## src/rtl/gene_pkg.sv

```systemverilog
// Shared constants and slot helpers for the gene base packer.
package gene_pkg;
  localparam logic [1:0] BASE_A = 2'b00;
  localparam logic [1:0] BASE_C = 2'b01;
  localparam logic [1:0] BASE_G = 2'b10;
  localparam logic [1:0] BASE_T = 2'b11;

  localparam int BASES_PER_WORD = 4;
  localparam int WORD_W         = 8;

  // ui_in bit positions
  localparam int UI_CODE_LO = 0;
  localparam int UI_BASE    = 2;
  localparam int UI_FLUSH   = 3;
  localparam int UI_ACK     = 4;
  localparam int UI_OCLR    = 5;

  // uio_out bit positions
  localparam int UO_VALID   = 0;
  localparam int UO_READY   = 1;
  localparam int UO_FILL_LO = 2;
  localparam int UO_OVF     = 4;
  localparam int UO_FULL    = 5;

  function automatic logic [WORD_W-1:0] set_slot(input logic [WORD_W-1:0] w,
                                                 input logic [1:0] idx,
                                                 input logic [1:0] code);
    logic [WORD_W-1:0] r;
    r = w;
    r[2*idx +: 2] = code;
    return r;
  endfunction

  // Fill every slot from 'from' upward with the pad code.
  function automatic logic [WORD_W-1:0] pad_word(input logic [WORD_W-1:0] w,
                                                 input logic [1:0] from,
                                                 input logic [1:0] pad);
    logic [WORD_W-1:0] r;
    r = w;
    for (int i = 0; i < BASES_PER_WORD; i++)
      if (2'(i) >= from) r[2*i +: 2] = pad;
    return r;
  endfunction
endpackage

```

## src/rtl/gene_word_fifo.sv

```systemverilog
// Small word FIFO; a pop frees room for a same-cycle push when full.
module gene_word_fifo #(
  parameter int DEPTH = 2,
  parameter int WIDTH = 8,
  localparam int PW = $clog2(DEPTH),
  localparam int CW = $clog2(DEPTH) + 1
) (
  input  logic             clk,
  input  logic             rst_n,
  input  logic             push,
  input  logic [WIDTH-1:0] din,
  input  logic             pop,
  output logic [WIDTH-1:0] head,
  output logic             empty,
  output logic             full,
  output logic [CW-1:0]    count
);
  logic [DEPTH-1:0][WIDTH-1:0] mem;
  logic [PW-1:0] rd_ptr, wr_ptr;
  logic do_pop, do_push;

  assign empty   = (count == '0);
  assign full    = (count == CW'(DEPTH));
  assign do_pop  = pop && !empty;
  assign do_push = push && (!full || do_pop);
  assign head    = mem[rd_ptr];

  always_ff @(posedge clk) begin
    if (do_push) mem[wr_ptr] <= din;
  end

  always_ff @(posedge clk or negedge rst_n) begin
    if (!rst_n) begin
      rd_ptr <= '0;
      wr_ptr <= '0;
      count  <= '0;
    end else begin
      if (do_pop)  rd_ptr <= rd_ptr + 1'b1;
      if (do_push) wr_ptr <= wr_ptr + 1'b1;
      case ({do_push, do_pop})
        2'b10:   count <= count + 1'b1;
        2'b01:   count <= count - 1'b1;
        default: count <= count;
      endcase
    end
  end
endmodule

```

## src/rtl/gene_base_packer.sv

```systemverilog
// Packs strobed 2-bit DNA bases into bytes, buffers them and hands them out
// over a valid/ack strobe handshake in a TinyTapeout slot.
module gene_base_packer
  import gene_pkg::*;
#(
  parameter int         SYNC_STAGES = 2,
  parameter int         FIFO_DEPTH  = 2,
  parameter logic [1:0] PAD_BASE    = 2'b00
) (
  input  logic       clk,
  input  logic       rst_n,
  input  logic       ena,
  input  logic [7:0] ui_in,
  output logic [7:0] uo_out,
  input  logic [7:0] uio_in,
  output logic [7:0] uio_out,
  output logic [7:0] uio_oe
);
  localparam int CW = $clog2(FIFO_DEPTH) + 1;

  logic [SYNC_STAGES-1:0][7:0] sync_q;
  logic [7:0]        synced;
  logic [3:0]        strb_q, pulse;
  logic              base_p, flush_p, ack_p, oclr_p;
  logic [1:0]        fill, fill_b;
  logic [WORD_W-1:0] slots, word_b, push_word, head;
  logic              complete, flush_go, push_req, pop, drop, overflow;
  logic              fifo_empty, fifo_full;
  logic [CW-1:0]     fifo_count;

  always_ff @(posedge clk or negedge rst_n) begin
    if (!rst_n) begin
      sync_q <= '0;
      strb_q <= '0;
    end else begin
      sync_q[0] <= ui_in;
      for (int i = 1; i < SYNC_STAGES; i++) sync_q[i] <= sync_q[i-1];
      strb_q <= synced[UI_OCLR:UI_BASE];
    end
  end

  assign synced  = sync_q[SYNC_STAGES-1];
  assign pulse   = synced[UI_OCLR:UI_BASE] & ~strb_q;
  assign base_p  = pulse[0];
  assign flush_p = pulse[1];
  assign ack_p   = pulse[2];
  assign oclr_p  = pulse[3];

  // Base is applied first; flush then sees the post-base fill, so a flush
  // coinciding with a completing base finds fill==0 and does nothing.
  always_comb begin
    word_b    = base_p ? set_slot(slots, fill, synced[UI_CODE_LO +: 2]) : slots;
    complete  = base_p && (fill == 2'd3);
    fill_b    = complete ? 2'd0 : fill + 2'(base_p);
    flush_go  = flush_p && (fill_b != 2'd0);
    push_req  = complete || flush_go;
    push_word = complete ? word_b : pad_word(word_b, fill_b, PAD_BASE);
    pop       = ack_p && !fifo_empty;
    drop      = push_req && fifo_full && !pop;
  end

  always_ff @(posedge clk or negedge rst_n) begin
    if (!rst_n) begin
      fill     <= '0;
      slots    <= '0;
      overflow <= 1'b0;
    end else begin
      fill     <= push_req ? 2'd0 : fill_b;
      slots    <= word_b;
      overflow <= drop ? 1'b1 : (oclr_p ? 1'b0 : overflow);
    end
  end

  gene_word_fifo #(.DEPTH(FIFO_DEPTH), .WIDTH(WORD_W)) u_fifo (
    .clk   (clk),
    .rst_n (rst_n),
    .push  (push_req && !drop),
    .din   (push_word),
    .pop   (pop),
    .head  (head),
    .empty (fifo_empty),
    .full  (fifo_full),
    .count (fifo_count)
  );

  always_comb begin
    uio_out                        = '0;
    uio_out[UO_VALID]              = !fifo_empty;
    uio_out[UO_READY]              = !(fifo_full && fill == 2'd3);
    uio_out[UO_FILL_LO +: 2]       = fill;
    uio_out[UO_OVF]                = overflow;
    uio_out[UO_FULL]               = fifo_full;
  end

  assign uo_out = fifo_empty ? 8'h00 : head;
  assign uio_oe = 8'b0011_1111;

  logic unused_ok;
  assign unused_ok = ^{ena, uio_in, synced[7:6], fifo_count};
endmodule

```

## config.mk

```make
export PLATFORM = sky130hd
export DESIGN_NAME = gene_base_packer
export DESIGN_NICKNAME = d
export VERILOG_FILES = /design/src/rtl/gene_pkg.sv /design/src/rtl/gene_word_fifo.sv /design/src/rtl/gene_base_packer.sv
export SDC_FILE = /design/constraint.sdc
export NUM_CORES = 1
export LEC_CHECK = 0
export ABC_AREA = 1
export CORE_UTILIZATION = 53
export CTS_CLUSTER_DIAMETER = 200
export DETAILED_ROUTE_END_ITERATION = 12
export GPL_TIMING_DRIVEN = 0
export PLACE_DENSITY = 0.83
export SETUP_SLACK_MARGIN = 0.3
export SLEW_MARGIN = 20
export SYNTH_ARGS = -nofsm -noshare
export SYNTH_HDL_FRONTEND = slang
export SYNTH_SLANG_ARGS = --single-unit
```

## constraint.sdc

```tcl
create_clock -name clk -period 3.5 [get_ports clk]
set_clock_uncertainty 0.1 [all_clocks]
set_input_delay 0.7 -clock clk [delete_from_list [all_inputs] [get_ports clk]]
set_output_delay 0.7 -clock clk [all_outputs]
set_load 0.01 [all_outputs]
```

==> run summary, run 1 <==
pin count of the biggest net entering global routing: 30
initial antenna violation count: 0
n_diodes: 0
Top Family by Delay on Critical Path: buffers and inverters
worst endpoint data arrival time: 1.82 ns
global-route usage over all layers: 0.174
CP Data Required Time: 2.70 ns
number of synthesized flops with an enable pin: 16
Setup Fix Bufs, Post-CTS: 0
Final Hold Fails: 0
hold buffer count at cts: 0
Max Clk Rate: 381 MHz
Synth top area share: 0.377
critical path type: reg -> out
CP bufs+invs: 3
IO Port Bufs: 21
# setup viols final: 0
CP Launch Type: flip-flop
TritonCTS Buffers: 5
fraction of layout cells with a size suffix above 1: 0.117
WL per Instance: 10.5 um
largest area contributor in the netlist: dfrtp_1
Final ANT Viol Nets: 0
fin crit share: 0.750
Internal Power: 0.000950 W
post-CTS sizing: 0
initial core utilization: 0.563
DP HPWL: 2060 um
Worst setup EP type: output pin
RSZ-0062 raised after global routing: false
CTS max path bufs: 2
Max Slew Vio Count: 0
row count: 21
Final nets: 247
Worst Setup SP: u_fifo.rd_ptr
vias in the first global route: 1157
Worst Tran Pin Value: 0.744 ns
Min-Delay Path Class: in -> async
top post-synthesis cells by area: dfrtp_1 (38%), edfxtp_1 (25%), nand2_1 (7.0%), inv_1 (5.5%), buf_4 (5.1%)
drt pass-1 iters: 4
register bit total from synthesis: 45
CTS tree: built
outcome: finished, final reports clean
Synth async-reset ratio: 0.644
Ports: 43
drt total wl: 2800 um
clock-pin transition on the worst setup and hold timing paths: 0.12 ns
warnings from Yosys: 0
CTS sink count: 45
unique cell type count in the Yosys netlist: 21
Slowest Stage Delay on Critical Path: 0.55 ns
critical path peak fanout: 9
Switching Power: 0.000462 W
Crit-path slowest cell: clkdlybuf4s50_1
dominant synthesized flop cell: dfrtp_1
Final min period: 2.62 ns
Max IR drop VDD: 0.000325 V
clock latency at the later pin of the worst-skew pair: 0.34 ns
Clk network pwr share: 0.158
DIE WIDTH: 62.2 um
via count: 1229
Synth Instances: 185
Area growth syn-to-layout: 17.8%
Synth Cell Area: 0.00192 sq mm
Slew headroom: 0.502
commonest cells in the netlist: nand2_1 (36), dfrtp_1 (29), inv_1 (28), edfxtp_1 (16), nor2_1 (16)
first-pass GRT wire length: 5080 um
Avg Inst Size Synth: 10.4 sq um
Via density: 4.59
sequential fraction of the synthesis area: 0.627
Core Box Area: 0.00342 sq mm
CTS Root Cell: clkbuf_4
Die Y: 62.2 um
PD cells: 623 mW/mm^2
grt ovf: 0
Die Area: 0.00387 sq mm
GP Congestion: 0.826
worst flop-to-flop path startpoint: synced[2]
count leader, synth: nand2_1
max_cap viols: 0
critical path cell sequence: buf_4 > clkinv_1 > nand2_1 > a21oi_1 > clkdlybuf4s50_1
drt drc: 0
sequential power share: 0.473
drt first-iter violations: 17
switch share: 0.327
Layout Utilization: 0.663
final setup TNS: 0 ns
combinational power share: 0.369
H-Tree Level Count: 2
Static Leak: 1.09 nW
-- power by group through the flow --
stage | Combinational (W) | Sequential, W | Clock, W
after detailed placement | 0.000528 | 0.000676 | 0
after floorplan | 0.000311 | 0.000671 | 0
after global placement | 0.000511 | 0.000676 | 0
after CTS | 0.000527 | 0.000667 | 0.000231
final | 0.000521 | 0.000667 | 0.000224
after global routing | 0.000587 | 0.000677 | 0.000260
-- per-stage QoR --
step           instance area (sq um)  hold slack [ns]  setup slack, ns  power, W  std cells
2_1_floorplan                   1950            0.231             1.53  0.000982        193
3_3_place_gp                    2220            0.233             1.23   0.00119        260
3_5_place_dp                    2220            0.240             1.16   0.00120        260
4_1_cts                         2260            0.260            0.850   0.00142        268
5_1_grt                         2260            0.274            0.713   0.00152        268
6_report                        2260            0.246            0.875   0.00141        268
-- path summary, 6_finish.rpt --
kind / endpoint / slack (ns) / cells past startpoint
min in group clk: synced[4] / 0.25 / 0
worst max-delay path: uo_out[6] / 0.88 / 5
worst max register to register: u_fifo.mem[12] / 1.19 / 8
worst min-delay path: slots[2] / 0.25 / 1
worst min register to register: synced[4] / 0.25 / 0
max in group asynchronous: strb_q[1] / 2.65 / 1
-- per-layer routing --
metal	wire (um)	share of wire	GRT usage	vias to the layer above
met2	1310	0.47	0.293	30
met1	1300	0.47	0.208	560
met5	0	0	0	-
li1	-	-	-	632
met3	121	0.043	0.0551	7
met4	61	0.022	0.0727	0
-- layout make-up --
type,instances,area [sq um]
fillers,274,1150
flip-flops and latches,45,1210
multi-input cells,105,536
plain buffers,13,97.6
well taps,46,57.6
inverters,30,114
repair buffers,21,205
clock buffers,8,48.8
-- flip-flops by register name, indices dropped and copies added (netlist names) --
signal	cells
u_fifo.mem	16
slots	6
sync_q	6
synced	6
strb_q	4
fill	2
u_fifo.count	2
overflow	1
u_fifo.rd_ptr	1
u_fifo.wr_ptr	1
-- cells in the final DEF (no fill, tap or decap), types with 6 or more instances in the layout --
cell / n
a21oi_1: 9
nand3_1: 6
conb_1: 10
edfxtp_1: 16
dfrtp_1: 29
nor2_1: 16
buf_4: 13
nand2_1: 36
inv_1: 28
ha_1: 7
clkdlybuf4s50_1: 20
o21ai_0: 7
-- cell families after synthesis --
family,Yosys count,share of synthesized area
other,2,0.00391
and+or+nand+nor,66,0.148
AOI/OAI and AO/OA,19,0.0514
xor gates and xnor gates,3,0.0137
adders and majority gates,7,0.0455
DFF,45,0.627
buffers and inverters,43,0.110
No activity file was read; power rests on OpenSTA's default activity.
==> run 2, diff against run 1 <==
CORE_UTILIZATION = 49   (was 53)
PLACE_DENSITY = 0.78   (was 0.83)
clock period = 2.5 ns   (was 3.5 ns; I/O delays follow)
==> run 2 against run 1 <==
Net effect:
- combinational power grew 43%
- register-to-register slack lost 0.80 ns
- global-route usage shrank 2.0 points
- power grew 55%
- final area grew 4.9%
- critical path depth shrank 2
- cell count grew 1.9%
- non-clock buffer count grew 3
- count of clock-buffer cells in the layout shrank 3
- clock power grew 130%
- via count shrank 1.3%
- first-iteration DRC count grew 88%
- critical path type unchanged
- largest cell class unchanged
==> run summary, run 2 (synthesis gave the netlist of run 1 again) <==
Top Family by Delay on Critical Path: buffers and inverters
clock latency at the later pin of the worst-skew pair: 0.29 ns
worst endpoint data arrival time: 1.54 ns
Layout Utilization: 0.639
H-Tree Level Count: 2
initial core utilization: 0.518
Final Hold Fails: 0
fraction of layout cells with a size suffix above 1: 0.173
CP Data Required Time: 1.90 ns
fin crit share: 0.854
CP bufs+invs: 1
Slowest Stage Delay on Critical Path: 0.52 ns
via count: 1213
first-pass GRT wire length: 4730 um
Area growth syn-to-layout: 23.6%
Die Y: 64.6 um
Clk network pwr share: 0.238
drt drc: 0
Static Leak: 1.17 nW
Core Box Area: 0.00372 sq mm
Worst Setup SP: fill[0]
fill cell count: 317
Final ANT Viol Nets: 0
Worst setup EP type: output pin
max_cap viols: 0
vias in the first global route: 1109
CP Launch Type: flip-flop
Placed Instance Area: 0.00222 sq mm
Multi-input gate area: 566 sq um
CTS max path bufs: 2
drt pass-1 iters: 4
CTS sink count: 45
drt total wl: 2790 um
Final nets: 250
DP HPWL: 1960 um
grt ovf: 0
critical path cell sequence: ha_1 > nand2_1 > clkdlybuf4s50_1
CTS Root Cell: clkbuf_8
Ports: 43
sequential power share: 0.421
clock-pin transition on the worst setup and hold timing paths: 0.08 ns
GP Congestion: 0.766
drt first-iter violations: 32
Max Clk Rate: 468 MHz
row count: 22
max reg flops: 16
WL per Instance: 10.2 um
combinational power share: 0.341
largest register by flop count: u_fifo.mem
Final min period: 2.14 ns
n_diodes: 0
RSZ-0062 raised after global routing: true
critical path type: reg -> out
global-route usage over all layers: 0.154
# setup viols final: 0
IO Port Bufs: 21
PD cells: 921 mW/mm^2
register area: 0.00121 sq mm
Slew headroom: 0.597
critical path peak fanout: 3
switch share: 0.318
Via density: 4.44
most frequent cells in the layout: nand2_1 (35), dfrtp_1 (28), inv_1 (27), buf_4 (16), edfxtp_1 (16)
Switching Power: 0.000696 W
Max IR drop VDD: 0.000513 V
Crit-path slowest cell: clkdlybuf4s50_1
pin count of the biggest net entering global routing: 30
Max Slew Vio Count: 0
fin area: 0.00238 sq mm
worst flop-to-flop path startpoint: synced[2]
outcome: finished, final reports clean
TritonCTS Buffers: 5
initial antenna violation count: 0
Min-Delay Path Class: in -> async
Worst Tran Pin Value: 0.604 ns
final setup TNS: 0 ns
CTS tree: built
Die Area: 0.00418 sq mm
Internal Power: 0.00149 W
DIE WIDTH: 64.6 um
commonest non-fill, non-tap cell in the layout: nand2_1
## run 2: cell count changes in the layout (fill, tap and decap cells not counted), sizes merged
| cell | previous run | this run |
|---|---|---|
| clkinvlp | 0 | 1 |
| clkbuf | 8 | 5 |
| bufinv | 0 | 1 |
| buf | 14 | 17 |
| clkdlybuf4s50 | 20 | 11 |
| clkinv | 2 | 3 |
| dlygate4sd2 | 0 | 8 |
| dlymetal6s2s | 0 | 1 |
## run 2: worst paths after layout
path                                   endpoint  slack [ns]  cells past startpoint
worst max-delay path                 uio_out[1]        0.36                      3
worst min register to register        synced[4]        0.25                      0
worst min-delay path                   overflow        0.11                      1
worst max register to register  u_fifo.count[1]        0.39                     12
max in group asynchronous               fill[0]        1.76                      1
min in group clk                      synced[4]        0.25                      0
## run 2: what timing repair did
action                     CTS  global route
setup buffers                2             1
cloned                       0             0
hold buffers                 0             0
gates resized for setup     14             4
setup endpoints to repair   19            11
## run 2: worst register-to-register path: stages, from the launching register on
cell and delay, ns:
dfrtp_1 0.42, nand2_2 0.12, clkinv_2 0.08, ha_1 0.19, inv_1 0.06, nand2_1 0.06
nand2_2 0.09, nand3_2 0.12, nand3_2 0.14, ha_4 0.22, a21oi_1 0.13, o21ai_0 0.12
xor2_1 0.15
## run 2: power groups by stage
stage,Clock (W),Sequential (W),Combinational (W)
global route,0.000564,0.000934,0.000829
floorplan,0,0.000939,0.000436
CTS,0.000533,0.000923,0.000736
detailed placement,0,0.000950,0.000733
global placement,0,0.000945,0.000718
finish,0.000521,0.000921,0.000747
## run 2: layout make-up
type | count | area share
sequential | 45 | 0.508
tap | 48 | 0.0253
clock inverter | 3 | 0.0174
inverter | 30 | 0.0484
clock buffer | 5 | 0.0290
buffer | 13 | 0.0411
multi-input combinational | 105 | 0.238
timing repair buffer | 24 | 0.0927
## run 2: stage by stage
step	std cells	hold WS [ns]	setup slack [ns]	power, W
after floorplan	193	0.104	0.528	0.00137
after global placement	262	0.233	0.280	0.00166
after detailed placement	262	0.235	0.267	0.00168
after CTS	272	0.135	0.317	0.00219
after global routing	273	0.167	0.255	0.00233
final	273	0.114	0.365	0.00219
## run 2: per-layer routing
layer | routed length, um | up-vias | global-route usage
met5 | 0 | - | 0
met1 | 1250 | 538 | 0.172
met3 | 134 | 5 | 0.0458
met2 | 1360 | 38 | 0.263
li1 | - | 632 | -
met4 | 44 | 0 | 0.0861
